## src/rtl/store_queue.sv

```systemverilog
// store_queue: in-order store reservation queue for the Tomasulo core.
// DEPTH entries in a circular FIFO. Each entry snoops the CDB for its pending
// base and data operands. Entries retire to the memory unit in program order
// through a valid/ready handshake. Flush (mispredict) empties the queue.
// Optional feature macro: STQ_LOAD_CHECK_EN builds the load-disambiguation
// comparators behind ld_conflict. When it is undefined, ld_conflict is tied to 0.
module store_queue #(
  parameter int unsigned DEPTH  = 4,
  parameter int unsigned TAG_W  = 8,
  parameter int unsigned DATA_W = 32,
  localparam int unsigned CW    = 1 + TAG_W + DATA_W,
  localparam int unsigned CNT_W = $clog2(DEPTH + 1)
) (
  input  logic              clk,
  input  logic              rst,
  input  logic              flush,
  input  logic [CW-1:0]     cdb,
  input  logic              issue,
  input  logic [TAG_W-1:0]  q_base_in,
  input  logic [DATA_W-1:0] base_in,
  input  logic [DATA_W-1:0] offset_in,
  input  logic [TAG_W-1:0]  q_data_in,
  input  logic [DATA_W-1:0] data_in,
  input  logic [2:0]        mem_u_b_h_w_in,
  output logic              full,
  output logic              empty,
  output logic [CNT_W-1:0]  count,
  output logic              st_valid,
  input  logic              st_ready,
  output logic [DATA_W-1:0] st_addr,
  output logic [DATA_W-1:0] st_data,
  output logic [2:0]        st_mem_u_b_h_w,
  input  logic [DATA_W-1:0] ld_addr,
  output logic              ld_conflict
);

  localparam int unsigned PTR_W = $clog2(DEPTH);

  typedef struct packed {
    logic              busy;
    logic [TAG_W-1:0]  q_base;
    logic [DATA_W-1:0] base;
    logic [DATA_W-1:0] offset;
    logic [TAG_W-1:0]  q_data;
    logic [DATA_W-1:0] data;
    logic [2:0]        ctl;
  } entry_t;

  entry_t            ent_q [DEPTH];
  entry_t            ent_d [DEPTH];
  entry_t            head_ent;
  logic [PTR_W-1:0]  head_q, head_d;
  logic [PTR_W-1:0]  tail_q, tail_d;
  logic [CNT_W-1:0]  cnt_d;

  logic              cdb_valid;
  logic [TAG_W-1:0]  cdb_tag;
  logic [DATA_W-1:0] cdb_data;
  logic              fwd_base, fwd_data;
  logic              do_issue, do_disp;

  // CDB field split
  assign cdb_valid = cdb[CW-1];
  assign cdb_tag   = cdb[CW-2:DATA_W];
  assign cdb_data  = cdb[DATA_W-1:0];

  // Same-cycle forwarding of a CDB result into the entry being issued
  assign fwd_base = cdb_valid && (q_base_in != '0) && (cdb_tag == q_base_in);
  assign fwd_data = cdb_valid && (q_data_in != '0) && (cdb_tag == q_data_in);

  // Head entry drives the dispatch port; st_valid is independent of st_ready
  assign head_ent       = ent_q[head_q];
  assign st_valid       = head_ent.busy && (head_ent.q_base == '0) && (head_ent.q_data == '0);
  assign st_addr        = head_ent.base + head_ent.offset;
  assign st_data        = head_ent.data;
  assign st_mem_u_b_h_w = head_ent.ctl;

  // full is the pre-dispatch occupancy, so an issue into a full queue drops
  // even when the head leaves in the same cycle
  assign do_issue = issue && !full && !flush;
  assign do_disp  = st_valid && st_ready && !flush;

  // Next-state: CDB snoop, issue at tail, dispatch at head, flush override
  always_comb begin
    ent_d  = ent_q;
    head_d = head_q;
    tail_d = tail_q;
    cnt_d  = count;

    for (int unsigned i = 0; i < DEPTH; i++) begin
      if (ent_q[i].busy && cdb_valid) begin
        if ((ent_q[i].q_base != '0) && (ent_q[i].q_base == cdb_tag)) begin
          ent_d[i].base   = cdb_data;
          ent_d[i].q_base = '0;
        end
        if ((ent_q[i].q_data != '0) && (ent_q[i].q_data == cdb_tag)) begin
          ent_d[i].data   = cdb_data;
          ent_d[i].q_data = '0;
        end
      end
    end

    if (do_issue) begin
      ent_d[tail_q].busy   = 1'b1;
      ent_d[tail_q].q_base = fwd_base ? '0 : q_base_in;
      ent_d[tail_q].base   = fwd_base ? cdb_data : base_in;
      ent_d[tail_q].offset = offset_in;
      ent_d[tail_q].q_data = fwd_data ? '0 : q_data_in;
      ent_d[tail_q].data   = fwd_data ? cdb_data : data_in;
      ent_d[tail_q].ctl    = mem_u_b_h_w_in;
      tail_d               = tail_q + PTR_W'(1);
    end

    if (do_disp) begin
      ent_d[head_q].busy = 1'b0;
      head_d             = head_q + PTR_W'(1);
    end

    unique case ({do_issue, do_disp})
      2'b10:   cnt_d = count + CNT_W'(1);
      2'b01:   cnt_d = count - CNT_W'(1);
      default: cnt_d = count;
    endcase

    if (flush) begin
      for (int unsigned i = 0; i < DEPTH; i++) begin
        ent_d[i].busy   = 1'b0;
        ent_d[i].q_base = '0;
        ent_d[i].q_data = '0;
      end
      head_d = '0;
      tail_d = '0;
      cnt_d  = '0;
    end
  end

  // State registers; reset also clears every payload field
  always_ff @(posedge clk) begin
    if (rst) begin
      for (int unsigned i = 0; i < DEPTH; i++) begin
        ent_q[i] <= '0;
      end
      head_q <= '0;
      tail_q <= '0;
      count  <= '0;
      full   <= 1'b0;
      empty  <= 1'b1;
    end else begin
      ent_q  <= ent_d;
      head_q <= head_d;
      tail_q <= tail_d;
      count  <= cnt_d;
      full   <= (cnt_d == CNT_W'(DEPTH));
      empty  <= (cnt_d == '0);
    end
  end

`ifdef STQ_LOAD_CHECK_EN
  logic unused_ld_lo;
  assign unused_ld_lo = ^ld_addr[1:0];

  // A load conflicts with any queued store whose address is unknown or
  // falls in the same word
  always_comb begin
    ld_conflict = 1'b0;
    for (int unsigned i = 0; i < DEPTH; i++) begin
      if (ent_q[i].busy) begin
        if (ent_q[i].q_base != '0) begin
          ld_conflict = 1'b1;
        end else if ((ent_q[i].base + ent_q[i].offset) >> 2 == ld_addr >> 2) begin
          ld_conflict = 1'b1;
        end
      end
    end
  end
`else
  logic unused_ld;
  assign unused_ld   = ^ld_addr;
  assign ld_conflict = 1'b0;
`endif

endmodule

```

## config.mk

```make
export PLATFORM = sky130hd
export DESIGN_NAME = store_queue
export DESIGN_NICKNAME = d
export VERILOG_FILES = /design/src/rtl/store_queue.sv
export SDC_FILE = /design/constraint.sdc
export NUM_CORES = 1
export LEC_CHECK = 0
export CAP_MARGIN = 20
export CORE_AREA = 2 2 221 223
export CTS_BUF_LIST = sky130_fd_sc_hd__clkbuf_8
export DETAILED_ROUTE_END_ITERATION = 16
export DIE_AREA = 0 0 223 225
export GPL_TIMING_DRIVEN = 0
export PLACE_DENSITY = 0.82
export SLEW_MARGIN = 20
export SYNTH_ARGS = -nofsm -noshare
export SYNTH_HDL_FRONTEND = slang
export SYNTH_SLANG_ARGS = --single-unit
export TNS_END_PERCENT = 10
```

## constraint.sdc

```tcl
create_clock -name clk -period 4.3 [get_ports clk]
set_input_delay 0.645 -clock clk [delete_from_list [all_inputs] [get_ports clk]]
set_output_delay 0.645 -clock clk [all_outputs]
set_load 0.01 [all_outputs]
```

==> impl_results.md <==
* Outcome: finished with violations
* Violated checks: setup timing
* Setup CP Type: reg2out
* Filler Cell Count at 3541
* Die Footprint at 0.0502 mm²
* Tcrit/Tclk final at 108%
* Commonest non-fill, non-tap cells in the layout: dfxtp_1 (471), nor2_1 (366), nand2_1 (326)
* HP Class: reg2reg
* Die span in y at 225 µm
* GRT overflow at 0
* Synth top area cells: dfxtp_1 (38%), mux2i_1 (10%), mux4_2 (8.8%), a211oi_1 (7.8%), nor2_1 (5.5%)
* Synth Warn # at 0
* Worst setup EP type: output port
* Share of layout cells above drive strength 1 at 16.6%
* 1st-iter DRT viols at 3376
* Htree depth at 3
* Worst Path Required at 3.65 ns
* Detailed-route via count at 25.0k
* Placed Cells at 3527
* CTS sink count at 473
* Area Overhead vs Synth at 23.1%
* Skew final at 0.0493 ns
* P_sw at 2.79 mW
* Longest Clk Path Bufs at 3
* Count of state elements after synthesis at 473
* Final setup margin at -0.364 ns
* Row count at 80
* P_leak at 12.6 nW
* Synth Net Count at 2950
* Fmax at 214 MHz
* Mapped cell area at 0.0251 mm²
* Port Buffers at 197
* Core box area at 0.0475 mm²
* Combinational power share at 13.0%
* CTS clk-pin slew, worst paths at 0.06 ns
* Switching Fraction at 27.6%
* First-pass iteration count of the detailed router at 6
* Antenna Nets Post-Route at 0
* Insertion delay to the later sink of the worst-skew pair at 0.68 ns
* Crit path DAT at 4.02 ns
* Drt via density at 6.71
* PwrDens at 327 mW/mm²
* Synth unique cells at 64
* Max-slew violation count at 0
* Die width at 223 µm
* Power share of the clock group at 42.2%
* EDFF count, synth at 0
* Num CTS Buffers at 80
* Mean post-synth cell area at 9.25 µm²
* Final Setup Violations at 28
* Seq/Total Area, Yosys at 37.7%
* First-pass GRT wire length at 143000 µm
* Final Hold Fails at 0
* Overall routed net length at 96300 µm
* Slew headroom at 31.1%
* Initial antenna violation count at 5
* Most common cell after layout, fill and taps aside: dfxtp_1
* Worst slew pin tran at 1.03 ns
* Synth async-reset ratio at 0%
* Routed wire per std cell at 25.9 µm
* CTS Hold Bufs at 0
* Max VDD drop at 0.249 mV
* CTS Root Cell: clkbuf_8
* # IOs at 267
* TritonCTS clock tree: done
* Critical Path Start Type: flop
* Post-DP HPWL at 65600 µm
* Starting Density at 52.8%
* Number of global-route vias before repair at 24.6k
* Worst slack at placement at -1.94 ns
* Min Tclk post-route at 4.66 ns
* Register share of total power at 44.7%
* Synth top area share at 37.7%
* RSZ-0062 raised after global routing: true
* Final nets at 3280
* Largest net degree at the start of global routing at 12
* CP max FO at 5
* Synthesized netlist cell count at 2715
* Non-filler cells, final at 3723
* P_int at 7.32 mW
* DRC Markers at 0
* Gr usage total at 36.9%
* Max_cap viols at 0
* Synth Flop Type: dfxtp_1
* Placer Congestion at 0.954
* Yosys top cell by area: dfxtp_1
-- critical path: stages, from the launching register on --
cell and delay (ns):
dfxtp_4 0.41, clkbuf_16 0.22, buf_16 0.12, mux4_2 0.54
ha_4 0.28, o211ai_1 0.29, o211ai_1 0.16, buf_4 0.17
a31oi_4 0.20, buf_12 0.15, a21oi_4 0.06, or4_1 0.41
and4_1 0.18, buf_2 0.14
-- metal layers --
metal / track usage (%) / vias to the layer above / part of all wire (%)
li1: - / 10500 / -
met1: 45.2 / 11900 / 36
met2: 56.2 / 2103 / 43
met3: 10.5 / 527 / 13
met4: 25.6 / 0 / 7.8
met5: 0 / - / 0
-- area by class of cell --
type / instances / area [µm²] / area share (%)
well taps: 615 / 769 / 2.49
clock inverters: 40 / 270 / 0.875
plain buffers: 255 / 1420 / 4.58
diodes: 4 / 10.0 / 0.0324
repair buffers: 255 / 2430 / 7.88
inverters: 17 / 63.8 / 0.207
flip-flops and latches: 473 / 9480 / 30.7
clock buffers: 101 / 1390 / 4.50
multi-input cells: 1963 / 15100 / 48.8
-- cells in the mapped netlist (7+ instances only) --
master,instances
mux2i_1,260
xnor2_1,37
mux2_2,31
nor3_1,12
and3_1,7
ha_1,40
nor2_1,366
nor2b_1,8
a32oi_1,35
mux2_4,35
nor4_1,27
inv_1,16
buf_6,7
nand2_1,331
a22oi_1,21
a21o_1,10
o21ai_0,25
nand4_1,16
and2_1,13
buf_1,12
buf_2,45
a211oi_1,260
a31oi_1,10
nand2b_1,7
clkbuf_1,191
a21oi_1,182
mux4_2,98
dfxtp_1,473
xor2_1,72
-- per-stage QoR --
step / TNS, ns / instance area [µm²] / utilization [%] / total power [mW] / hold slack (ns)
after detailed placement: -38.09 / 27900 / 58.6 / 5.80 / 0.446
after global placement: -35.81 / 27900 / 58.6 / 5.77 / 0.438
after global routing: -6.58 / 30900 / 65.0 / 10.3 / 0.468
after floorplan: -0.00222 / 25100 / - / 5.24 / 0.433
final: -4.79 / 30900 / 65.0 / 10.1 / 0.453
after CTS: -1.65 / 30600 / 64.3 / 10.0 / 0.454
-- cell families (layout without fill, tap and decap cells) --
family / Yosys count / in the layout / share of synthesized area, %
xor gates and xnor gates: 109 / 109 / 3.80
and+or+nand+nor: 806 / 806 / 13.2
adders and majority gates: 42 / 42 / 2.15
other: 1 / 5 / 0.0149
buffers and inverters: 279 / 668 / 4.70
DFF: 473 / 473 / 37.7
AOI/OAI and AO/OA: 581 / 581 / 15.7
muxes: 424 / 424 / 22.6
-- power groups by stage --
stage / Clock, mW / Combinational, mW / Sequential [mW]
final: 4.27 / 1.32 / 4.52
after global routing: 4.44 / 1.37 / 4.53
after CTS: 4.23 / 1.25 / 4.52
after detailed placement: 0 / 1.18 / 4.62
after global placement: 0 / 1.16 / 4.61
after floorplan: 0 / 0.640 / 4.60
-- path summary, 6_finish.rpt --
check / end / startpoint / depth (start not counted) / slack, ns
worst max-delay path: st_addr[23] / head_q[1] / 13 / -0.36
worst min-delay path: flop / flop / 2 / 0.45
worst max register to register: ent_q[9] / full / 8 / 1.20
worst min register to register: flop / flop / 2 / 0.45
-- timing repair --
item | CTS | global route
pin swaps | 37 | 26
setup endpoints to repair | 35 | 26
gates cloned | 1 | 3
buffers inserted | 36 | 18
resized for setup | 250 | 28
No activity file was read; power rests on OpenSTA's default activity.
